==> src/rtl/riscv_pkg.sv <==
// Shared RV32 definitions: M-extension funct3 encodings, the multiply/divide
// unit state type and small decode helpers for the operand sign modes.
package riscv_pkg;

    // RV32M funct3 encodings
    localparam logic [2:0] MUL    = 3'b000;
    localparam logic [2:0] MULH   = 3'b001;
    localparam logic [2:0] MULHSU = 3'b010;
    localparam logic [2:0] MULHU  = 3'b011;
    localparam logic [2:0] DIV    = 3'b100;
    localparam logic [2:0] DIVU   = 3'b101;
    localparam logic [2:0] REM    = 3'b110;
    localparam logic [2:0] REMU   = 3'b111;

    typedef enum logic [1:0] {
        IDLE = 2'd0,
        CALC = 2'd1,
        DONE = 2'd2
    } mdu_state_t;

    // rs1 is treated as signed for MUL, MULH, MULHSU, DIV and REM
    function automatic logic op_a_is_signed(input logic [2:0] f);
        return (f == MUL) || (f == MULH) || (f == MULHSU) || (f == DIV) || (f == REM);
    endfunction

    // rs2 is treated as signed for MUL, MULH, DIV and REM
    function automatic logic op_b_is_signed(input logic [2:0] f);
        return (f == MUL) || (f == MULH) || (f == DIV) || (f == REM);
    endfunction

endpackage

==> src/rtl/mdu_iterative.sv <==
// Iterative RV32M multiply/divide unit. One shared 2*XLEN shift register and
// one XLEN+1 bit adder/subtractor handle both shift-add multiplication and
// restoring division on operand magnitudes, one bit per cycle; the sign is
// applied when the final value is written to result. Divide-by-zero and
// signed overflow bypass the iteration and go straight to DONE.
module mdu_iterative
    import riscv_pkg::*;
#(
    parameter int XLEN = 32
) (
    input  logic            clk,
    input  logic            reset,
    input  logic            start,
    input  logic [2:0]      funct3,
    input  logic [XLEN-1:0] op_a,
    input  logic [XLEN-1:0] op_b,
    output logic            busy,
    output logic            done,
    output logic [XLEN-1:0] result
);

    localparam int CW = $clog2(XLEN) + 1;
    localparam logic [CW-1:0] LAST_CNT = CW'(XLEN - 1);
    localparam logic [XLEN-1:0] MIN_NEG = {1'b1, {(XLEN-1){1'b0}}};

    mdu_state_t        state_reg;
    logic [2*XLEN-1:0] shift_reg;
    logic [XLEN-1:0]   b_mag_reg;
    logic [CW-1:0]     cnt_reg;
    logic [2:0]        funct3_reg;
    logic              neg_reg;
    logic              busy_reg;
    logic              done_reg;
    logic [XLEN-1:0]   result_reg;

    // Operand decode at accept time
    logic            a_neg, b_neg;
    logic [XLEN-1:0] a_mag, b_mag;
    logic            div_zero, div_ovf, special;
    logic            neg_next;
    logic [XLEN-1:0] special_result;

    // Shared iteration datapath
    logic [XLEN-1:0]   hi, lo;
    logic              is_div_op;
    logic [XLEN:0]     add_x, add_y, add_sum;
    logic [2*XLEN-1:0] shift_next;
    logic [2*XLEN-1:0] prod_fix;
    logic [XLEN-1:0]   div_sel, div_fix;
    logic [XLEN-1:0]   final_result;

    assign busy   = busy_reg;
    assign done   = done_reg;
    assign result = result_reg;

    // Decode signs, magnitudes and the two divide shortcuts from the live operands
    always_comb begin
        a_neg    = op_a_is_signed(funct3) && op_a[XLEN-1];
        b_neg    = op_b_is_signed(funct3) && op_b[XLEN-1];
        a_mag    = a_neg ? -op_a : op_a;
        b_mag    = b_neg ? -op_b : op_b;
        div_zero = (op_b == '0);
        div_ovf  = ((funct3 == DIV) || (funct3 == REM)) && (op_a == MIN_NEG) && (op_b == '1);
        special  = funct3[2] && (div_zero || div_ovf);
        // remainder follows the dividend; product and quotient follow the sign XOR
        neg_next = (funct3[2] && funct3[1]) ? a_neg : (a_neg ^ b_neg);
        if (funct3[1]) begin
            special_result = div_zero ? op_a : '0;
        end else begin
            special_result = div_zero ? '1 : op_a;
        end
    end

    // One multiply or divide step on the shared shift register and adder
    always_comb begin
        hi        = shift_reg[2*XLEN-1:XLEN];
        lo        = shift_reg[XLEN-1:0];
        is_div_op = funct3_reg[2];
        // divide tests the remainder shifted left by one; multiply adds to the high half
        add_x     = is_div_op ? {hi, lo[XLEN-1]} : {1'b0, hi};
        add_y     = {1'b0, b_mag_reg};
        add_sum   = is_div_op ? (add_x - add_y) : (add_x + add_y);
        if (is_div_op) begin
            // bit XLEN set means the trial subtraction borrowed: restore
            if (!add_sum[XLEN]) begin
                shift_next = {add_sum[XLEN-1:0], lo[XLEN-2:0], 1'b1};
            end else begin
                shift_next = {shift_reg[2*XLEN-2:0], 1'b0};
            end
        end else begin
            if (lo[0]) begin
                shift_next = {add_sum, lo[XLEN-1:1]};
            end else begin
                shift_next = {1'b0, hi, lo[XLEN-1:1]};
            end
        end
    end

    // Apply the sign and select the output half from the final step's value
    always_comb begin
        prod_fix = neg_reg ? -shift_next : shift_next;
        div_sel  = funct3_reg[1] ? shift_next[2*XLEN-1:XLEN] : shift_next[XLEN-1:0];
        div_fix  = neg_reg ? -div_sel : div_sel;
        if (funct3_reg[2]) begin
            final_result = div_fix;
        end else if (funct3_reg == MUL) begin
            final_result = prod_fix[XLEN-1:0];
        end else begin
            final_result = prod_fix[2*XLEN-1:XLEN];
        end
    end

    // Control FSM with registered busy/done/result and operand capture on accept
    always_ff @(posedge clk or posedge reset) begin
        if (reset) begin
            state_reg  <= IDLE;
            shift_reg  <= '0;
            b_mag_reg  <= '0;
            cnt_reg    <= '0;
            funct3_reg <= '0;
            neg_reg    <= 1'b0;
            busy_reg   <= 1'b0;
            done_reg   <= 1'b0;
            result_reg <= '0;
        end else begin
            case (state_reg)
                IDLE: begin
                    if (start) begin
                        funct3_reg <= funct3;
                        neg_reg    <= neg_next;
                        b_mag_reg  <= b_mag;
                        shift_reg  <= {{XLEN{1'b0}}, a_mag};
                        cnt_reg    <= '0;
                        busy_reg   <= 1'b1;
                        if (special) begin
                            result_reg <= special_result;
                            done_reg   <= 1'b1;
                            state_reg  <= DONE;
                        end else begin
                            state_reg  <= CALC;
                        end
                    end
                end
                CALC: begin
                    shift_reg <= shift_next;
                    cnt_reg   <= cnt_reg + CW'(1);
                    if (cnt_reg == LAST_CNT) begin
                        result_reg <= final_result;
                        done_reg   <= 1'b1;
                        state_reg  <= DONE;
                    end
                end
                DONE: begin
                    done_reg  <= 1'b0;
                    busy_reg  <= 1'b0;
                    state_reg <= IDLE;
                end
                default: begin
                    done_reg  <= 1'b0;
                    busy_reg  <= 1'b0;
                    state_reg <= IDLE;
                end
            endcase
        end
    end

endmodule

==> config.mk <==
export PLATFORM = sky130hd
export DESIGN_NAME = mdu_iterative
export DESIGN_NICKNAME = d
export VERILOG_FILES = /design/src/rtl/riscv_pkg.sv /design/src/rtl/mdu_iterative.sv
export SDC_FILE = /design/constraint.sdc
export NUM_CORES = 1
export LEC_CHECK = 0
export CORE_AREA = 3 3 224 226
export DETAILED_ROUTE_END_ITERATION = 8
export DIE_AREA = 0 0 227 229
export GPL_ROUTABILITY_DRIVEN = 0
export PLACE_DENSITY = 0.51
export SLEW_MARGIN = 15
export SYNTH_ARGS = -nofsm -noshare
export SYNTH_HDL_FRONTEND = slang
export SYNTH_SLANG_ARGS = --single-unit
==> constraint.sdc <==
create_clock -name clk -period 9.1 [get_ports clk]
set_clock_uncertainty 0.1 [all_clocks]
set_input_delay 1.82 -clock clk [delete_from_list [all_inputs] [get_ports clk]]
set_output_delay 1.82 -clock clk [all_outputs]
set_load 0.005 [all_outputs]
# After elaboration in Yosys (flattened, before gate mapping)
# Cells that the tools add are included.
# W data, S select, Z words.
# classes
n_mux	34
addsub	7
n_eq_ne	11
reduce_logical	25
n_bitwise	2
# op_table
op	n
$mux W32	12
$mux W64	5
$pmux W64 S2	1
$neg A32 Y32	3
$mux W33	2
$eq A32 B32 Y1 const B	2
$neg A64 Y64	1
$pmux W32 S2	1
$add A33 B32 Y33	1
$sub A33 B32 Y33	1
$logic_not A32 Y1	1
$pmux W6 S2	1
$logic_or A1 B1 Y1	8
$reduce_and A2 Y1	4
$add A6 B1 Y6 const B	1
$eq A3 B3 Y1 const B	2
$eq A6 B5 Y1 const B	1
$logic_and A1 B1 Y1	6
$logic_not A3 Y1	2
$mux W2	3
$mux W6	1
$ne A2 B2 Y1 const B	3
$mux W1	5
$pmux W1 S2	2
other kinds (10)	10
# totals
register_bits	142
output_inout_bits	34
in_bits	70
word_cells	88

# Longest topological paths before layout
# depth
ltp_word	11
ltp_mapped	37
mapped_depth_nobuf	28

# Worst setup path after synthesis
# Ideal clock, no wire load.
# synth_path
path_kind	flip-flop to flip-flop
from	reg funct3_reg[2]
to	reg result_reg[26], in the netlist result[26]
setup_ns	0.133
synth_period_minus_slack_ns	9.049
t_required_ns	8.867
slack_ns	0.051
n_path_buf	14
path_stages_with_launch	36
arrival_time_ns	8.816
path_cell_list	dfrtp_1 buf_2 clkbuf_1 buf_2 buf_2 buf_1 buf_1 buf_2 buf_1 clkbuf_1 clkbuf_1 buf_1 mux2_2 ha_1 clkbuf_1 a21oi_1 o21ai_0 a22oi_2 a21o_1 buf_2 a21oi_2 nor3_1 a21oi_1 ha_1 o221ai_1 or4_1 clkbuf_1 nor3_1 nand3_1 or3_1 nor3_2 nand3_1 o31ai_1 nor3_1 a2111oi_0 nor2_1
# synth_via
elab_chain_len	11
word_cells_on_any_way	17
classes_between	add/sub: 4; mux: 12; reduce/logical: 1
# synth_rtl
element	line_no	text
start: declaration	mdu_iterative.sv:30	logic [2:0] funct3_reg;
start signal: assignment	mdu_iterative.sv:129	funct3_reg <= funct3;
$mux W33	mdu_iterative.sv:80	add_x = is_div_op ? {hi, lo[XLEN-1]} : {1'b0, hi};
$add A33 B32 Y33 or $sub A33 B32 Y33 (tied branches)	mdu_iterative.sv:82	add_sum = is_div_op ? (add_x - add_y) : (add_x + add_y);
$mux W33	mdu_iterative.sv:82	
$mux W64, on equally long branches	mdu_iterative.sv:85, mdu_iterative.sv:91	
$mux W64	mdu_iterative.sv:83	if (is_div_op) begin
$neg A64 Y64 or $mux W32 (tied branches)	mdu_iterative.sv:101, mdu_iterative.sv:102	
$mux W64 or $neg A32 Y32 (tied branches)	mdu_iterative.sv:101, mdu_iterative.sv:103	
$mux W32, on equally long branches	mdu_iterative.sv:106, mdu_iterative.sv:103	
$mux W32 *	mdu_iterative.sv:104	if (funct3_reg[2]) begin
$mux W32 *	mdu_iterative.sv:147	if (cnt_reg == LAST_CNT) begin
$pmux W32 S2 *	mdu_iterative.sv:126	case (state_reg)
end signal: assignment	mdu_iterative.sv:136	result_reg <= special_result;
end signal: assignment	mdu_iterative.sv:148	result_reg <= final_result;
end: declaration	mdu_iterative.sv:34	logic [XLEN-1:0] result_reg;
# Mark *: on every way between the ends. The rest lies on a longest branch, timed or not. The select of a mux whose other input is x is not followed.
# A chain may end at the register's enable or synchronous reset.

# Final worst setup path
# layout_path
from	reg b_mag_reg[4]
to	reg result_reg[26], in the netlist result[26]
# layout_via
elab_chain_len	10
word_cells_on_any_way	15
classes_between	add/sub: 4; mux: 11
# layout_rtl
element	line_no	text
start: declaration	mdu_iterative.sv:28	logic [XLEN-1:0] b_mag_reg;
start signal: assignment	mdu_iterative.sv:131	b_mag_reg <= b_mag;
$add A33 B32 Y33 or $sub A33 B32 Y33 (tied branches)	mdu_iterative.sv:82	
$mux W33 *	mdu_iterative.sv:82	
$mux W64, on equally long branches	mdu_iterative.sv:85, mdu_iterative.sv:91	
$mux W64 *	mdu_iterative.sv:83	
$neg A64 Y64 or $mux W32 (tied branches)	mdu_iterative.sv:101, mdu_iterative.sv:102	
$mux W64 or $neg A32 Y32 (tied branches)	mdu_iterative.sv:101, mdu_iterative.sv:103	
$mux W32, on equally long branches	mdu_iterative.sv:106, mdu_iterative.sv:103	
$mux W32 *	mdu_iterative.sv:104	
$mux W32 *	mdu_iterative.sv:147	
$pmux W32 S2 *	mdu_iterative.sv:126	
# Marks and branches as above.

==> key figures <==
Status
  • Outcome: finished clean

CTS
  • Maximum buffer depth of the clock tree: 2
  • Post-CTS resize count: 0
  • Clock insertion delay at the later pin of the skew report: between 0.4 and 0.5 ns
  • TritonCTS clock tree: yes
  • CTS root buffer: sky130_fd_sc_hd__clkbuf_16
  • Setup Fix Bufs, Post-CTS: 0
  • Count of hold-fix buffers inserted at cts: 0
  • Clock input transition at the sequential cells of the worst setup and hold paths: approximately 0.060 ns
  • Maximum level of the CTS H-tree: 4
  • CTS Sinks: 142
  • Cts bufs inserted: 17

STA
  • Endpoints failing setup: 0
  • Number of slew-limit violations in the final report: 0
  • Final clock period utilization by the worst path: 0.928
  • Highest Clock Rate: 118 MHz
  • Slew @ Worst Pin: 1.17 ns
  • Relative slew slack: 0.209
  • RSZ-0062 raised after global routing: false
  • Final Hold Fails: 0
  • Time the worst path needs with I/O delays and setup: roughly 8.4 ns
  • Sum of negative setup slack: 0 ns

Detailed routing
  • Number of DRC markers in iteration 0: around 2300
  • Total vias in the final route: about 19000
  • Total routed wirelength: between 70 and 80 mm
  • Number of vias per cell: around 6.4
  • First-pass DRT Iterations: 7
  • DR DRC count: 0
  • Post-DRT Antenna Nets: 0
  • Average wire per cell in the routed design: 25.0 µm

GRT
  • Remaining global-route overflow: 0
  • Most Crowded Layer GR: met2
  • Global Route met2 Usage: 0.427
  • Met3 track demand over resource in global routing: 0.0436
  • Global-route wire length before repair: 112 mm
  • Via count of the first global-routing pass: 17756
  • Maximum number of pins on one net before global-route repair: 93
  • Overall track demand over capacity in global routing: 0.281
  • Met1 usage in global routing: 0.391
  • Initial antenna violation count: 0

Setup path
  • Worst path required time: ~9.4 ns
  • Arr. time, crit path: between 8 and 9 ns
  • Crit-path slowest cell: sky130_fd_sc_hd__or4_1
  • Highest fanout seen on the critical path: 12
  • Critical path endpoint category: register
  • Longest individual stage delay on the worst path: 0.67 ns
  • Ordered cell list for the critical path: or4_1 > nor4_4 > and2_1 > a21oi_1 > xnor2_1 > ha_1 > nand4_1 > or3_1 > o221a_2 > a21oi_2 > nor3_1 > a21oi_1 > ha_1 > o221ai_1 > or4_1 > nor3_1 > nand3_1 > or3_1 > nor3_2 > nand3_1 > o31ai_1 > nor3_1 > a2111oi_0 > nor2_1
  • Crit path top cell by count: sky130_fd_sc_hd__nor3_1
  • Startpoint-to-endpoint class of the critical path: reg2reg
  • Startpoint type of the worst setup path: register

Synth
  • Synth Flop Type: sky130_fd_sc_hd__dfrtp_1
  • Count of warnings emitted by yosys: 0
  • Number of enable-type register cells in the synthesized netlist: 0
  • Synthesized netlist cell count: 2350
  • Part of the Yosys area used for sequential elements: 0.210
  • Cell variety after synth: 99
  • Synthesized Nets: 2461
  • Flip-flop and latch count after synthesis: 142
  • Async set-or-reset flop fraction in the synthesized netlist: 1.00
  • Mean cell area of the mapped netlist: roughly 7.2 µm²
  • Summed instance area of the synthesized netlist: 0.0169 mm²

Die
  • Horizontal die dimension: 227 µm
  • Core Area: 0.0485 mm²
  • Die height: 229 µm
  • Floorplan die area: 0.0520 mm²
  • Effective utilization at floorplan: 0.349
  • Number of top-level design ports: 104
  • Number of rows in the core area: 81

Final layout
  • Layout overhead on the synthesized area: 12.4%
  • Ant diodes: 0
  • Number of fill cells in the layout: 5114
  • Highest-count cells in the layout ignoring fill and taps: sky130_fd_sc_hd__nand2_1, sky130_fd_sc_hd__o21ai_0, sky130_fd_sc_hd__nor2_1
  • Number of flip-flops under the largest register name: 64
  • Net count of the finished layout: 2457
  • Fraction of layout instances using a drive strength above 1: 0.0734
  • Commonest non-fill, non-tap cell in the layout: sky130_fd_sc_hd__nand2_1

Hold path
  • Class of the most critical hold timing path: reg2reg

Placed design
  • Port Buf Inserts: 103
  • Hpwl dp: 55.9 mm

Flow run
  • Max_cap viols: 0
-- per-stage QoR --
step / std cells / setup WS, ns / util / hold slack [ns] / area [µm²]
global placement: 2949 / 0.962 / 0.381 / 0.373 / 18500
finish: 2980 / 0.656 / 0.392 / 0.396 / 19000
global route: 2980 / 0.0402 / 0.392 / 0.428 / 19000
CTS: 2980 / 0.655 / 0.392 / 0.396 / 19000
detailed placement: 2949 / 0.689 / 0.381 / 0.381 / 18500
floorplan: 2350 / 0.0507 / - / 0.358 / 16900
-- path summary, 6_finish.rpt --
path                              start       endpoint  slack, ns  depth (start not counted)
setup / recovery           b_mag_reg[4]     result[26]       0.66                         24
hold / removal                result[9]      result[9]       0.40                          2
setup reg to reg           b_mag_reg[4]     result[26]       0.66                         24
hold reg to reg               result[9]      result[9]       0.40                          2
max in group asynchronous         reset  funct3_reg[2]       5.55                          3
min in group asynchronous         reset     result[21]       1.77                          2
-- cells in the mapped netlist, drive strengths merged (17+ instances only) --
cell type | count | area (µm²)
nand2 | 292 | 1100
o21ai | 223 | 1120
nor2 | 206 | 776
a21oi | 167 | 843
dfrtp | 142 | 3550
clkbuf | 125 | 470
xnor2 | 92 | 806
nor3 | 89 | 473
nand3 | 80 | 405
xor2 | 69 | 604
buf | 51 | 220
inv | 48 | 180
nand4 | 42 | 263
o31ai | 42 | 320
a31oi | 41 | 263
mux2 | 41 | 462
mux2i | 41 | 410
ha | 40 | 500
a211oi | 38 | 285
nor4 | 35 | 262
o211ai | 35 | 268
o221ai | 35 | 307
or4 | 27 | 206
or3 | 25 | 161
maj3 | 23 | 230
o21a | 19 | 143
and2 | 17 | 109
-- logic make-up after synthesis --
kind of cell    Yosys count  synth area share
mux                      84            0.0542
fa+ha+maj                64            0.0443
simple gates            900             0.259
xor+xnor                161            0.0833
flops                   142             0.210
buf+inv                 229            0.0526
compound gates          770             0.297
-- cell type report --
type                       count  area (µm²)  area share
sequential                   142        3560       0.187
clock buffer                  21         460      0.0242
clock inverter                10        90.1     0.00473
tap                          622         778      0.0409
inverter                      53         204      0.0107
timing repair buffer         153        1410      0.0739
multi-input combinational   1979       12500       0.658
-- routing by layer --
layer,vias to the layer above,share of wire
met5,-,0
met2,928,0.44
met3,179,0.078
met4,0,0.045
met1,9169,0.44
li1,8783,-
-- worst max-delay path, delay by kind of cell, from the launching register on --
family	cells	cell delay (ns)
AND/OR/NAND/NOR	14	4.92
AO/OA/AOI/OAI	7	1.97
adder cells (fa/ha/maj)	2	0.72
flip-flops	1	0.41
XOR/XNOR	1	0.17
Power is not shown: default switching activity piles up to over one toggle a cycle in this logic, so the estimate is an artifact.
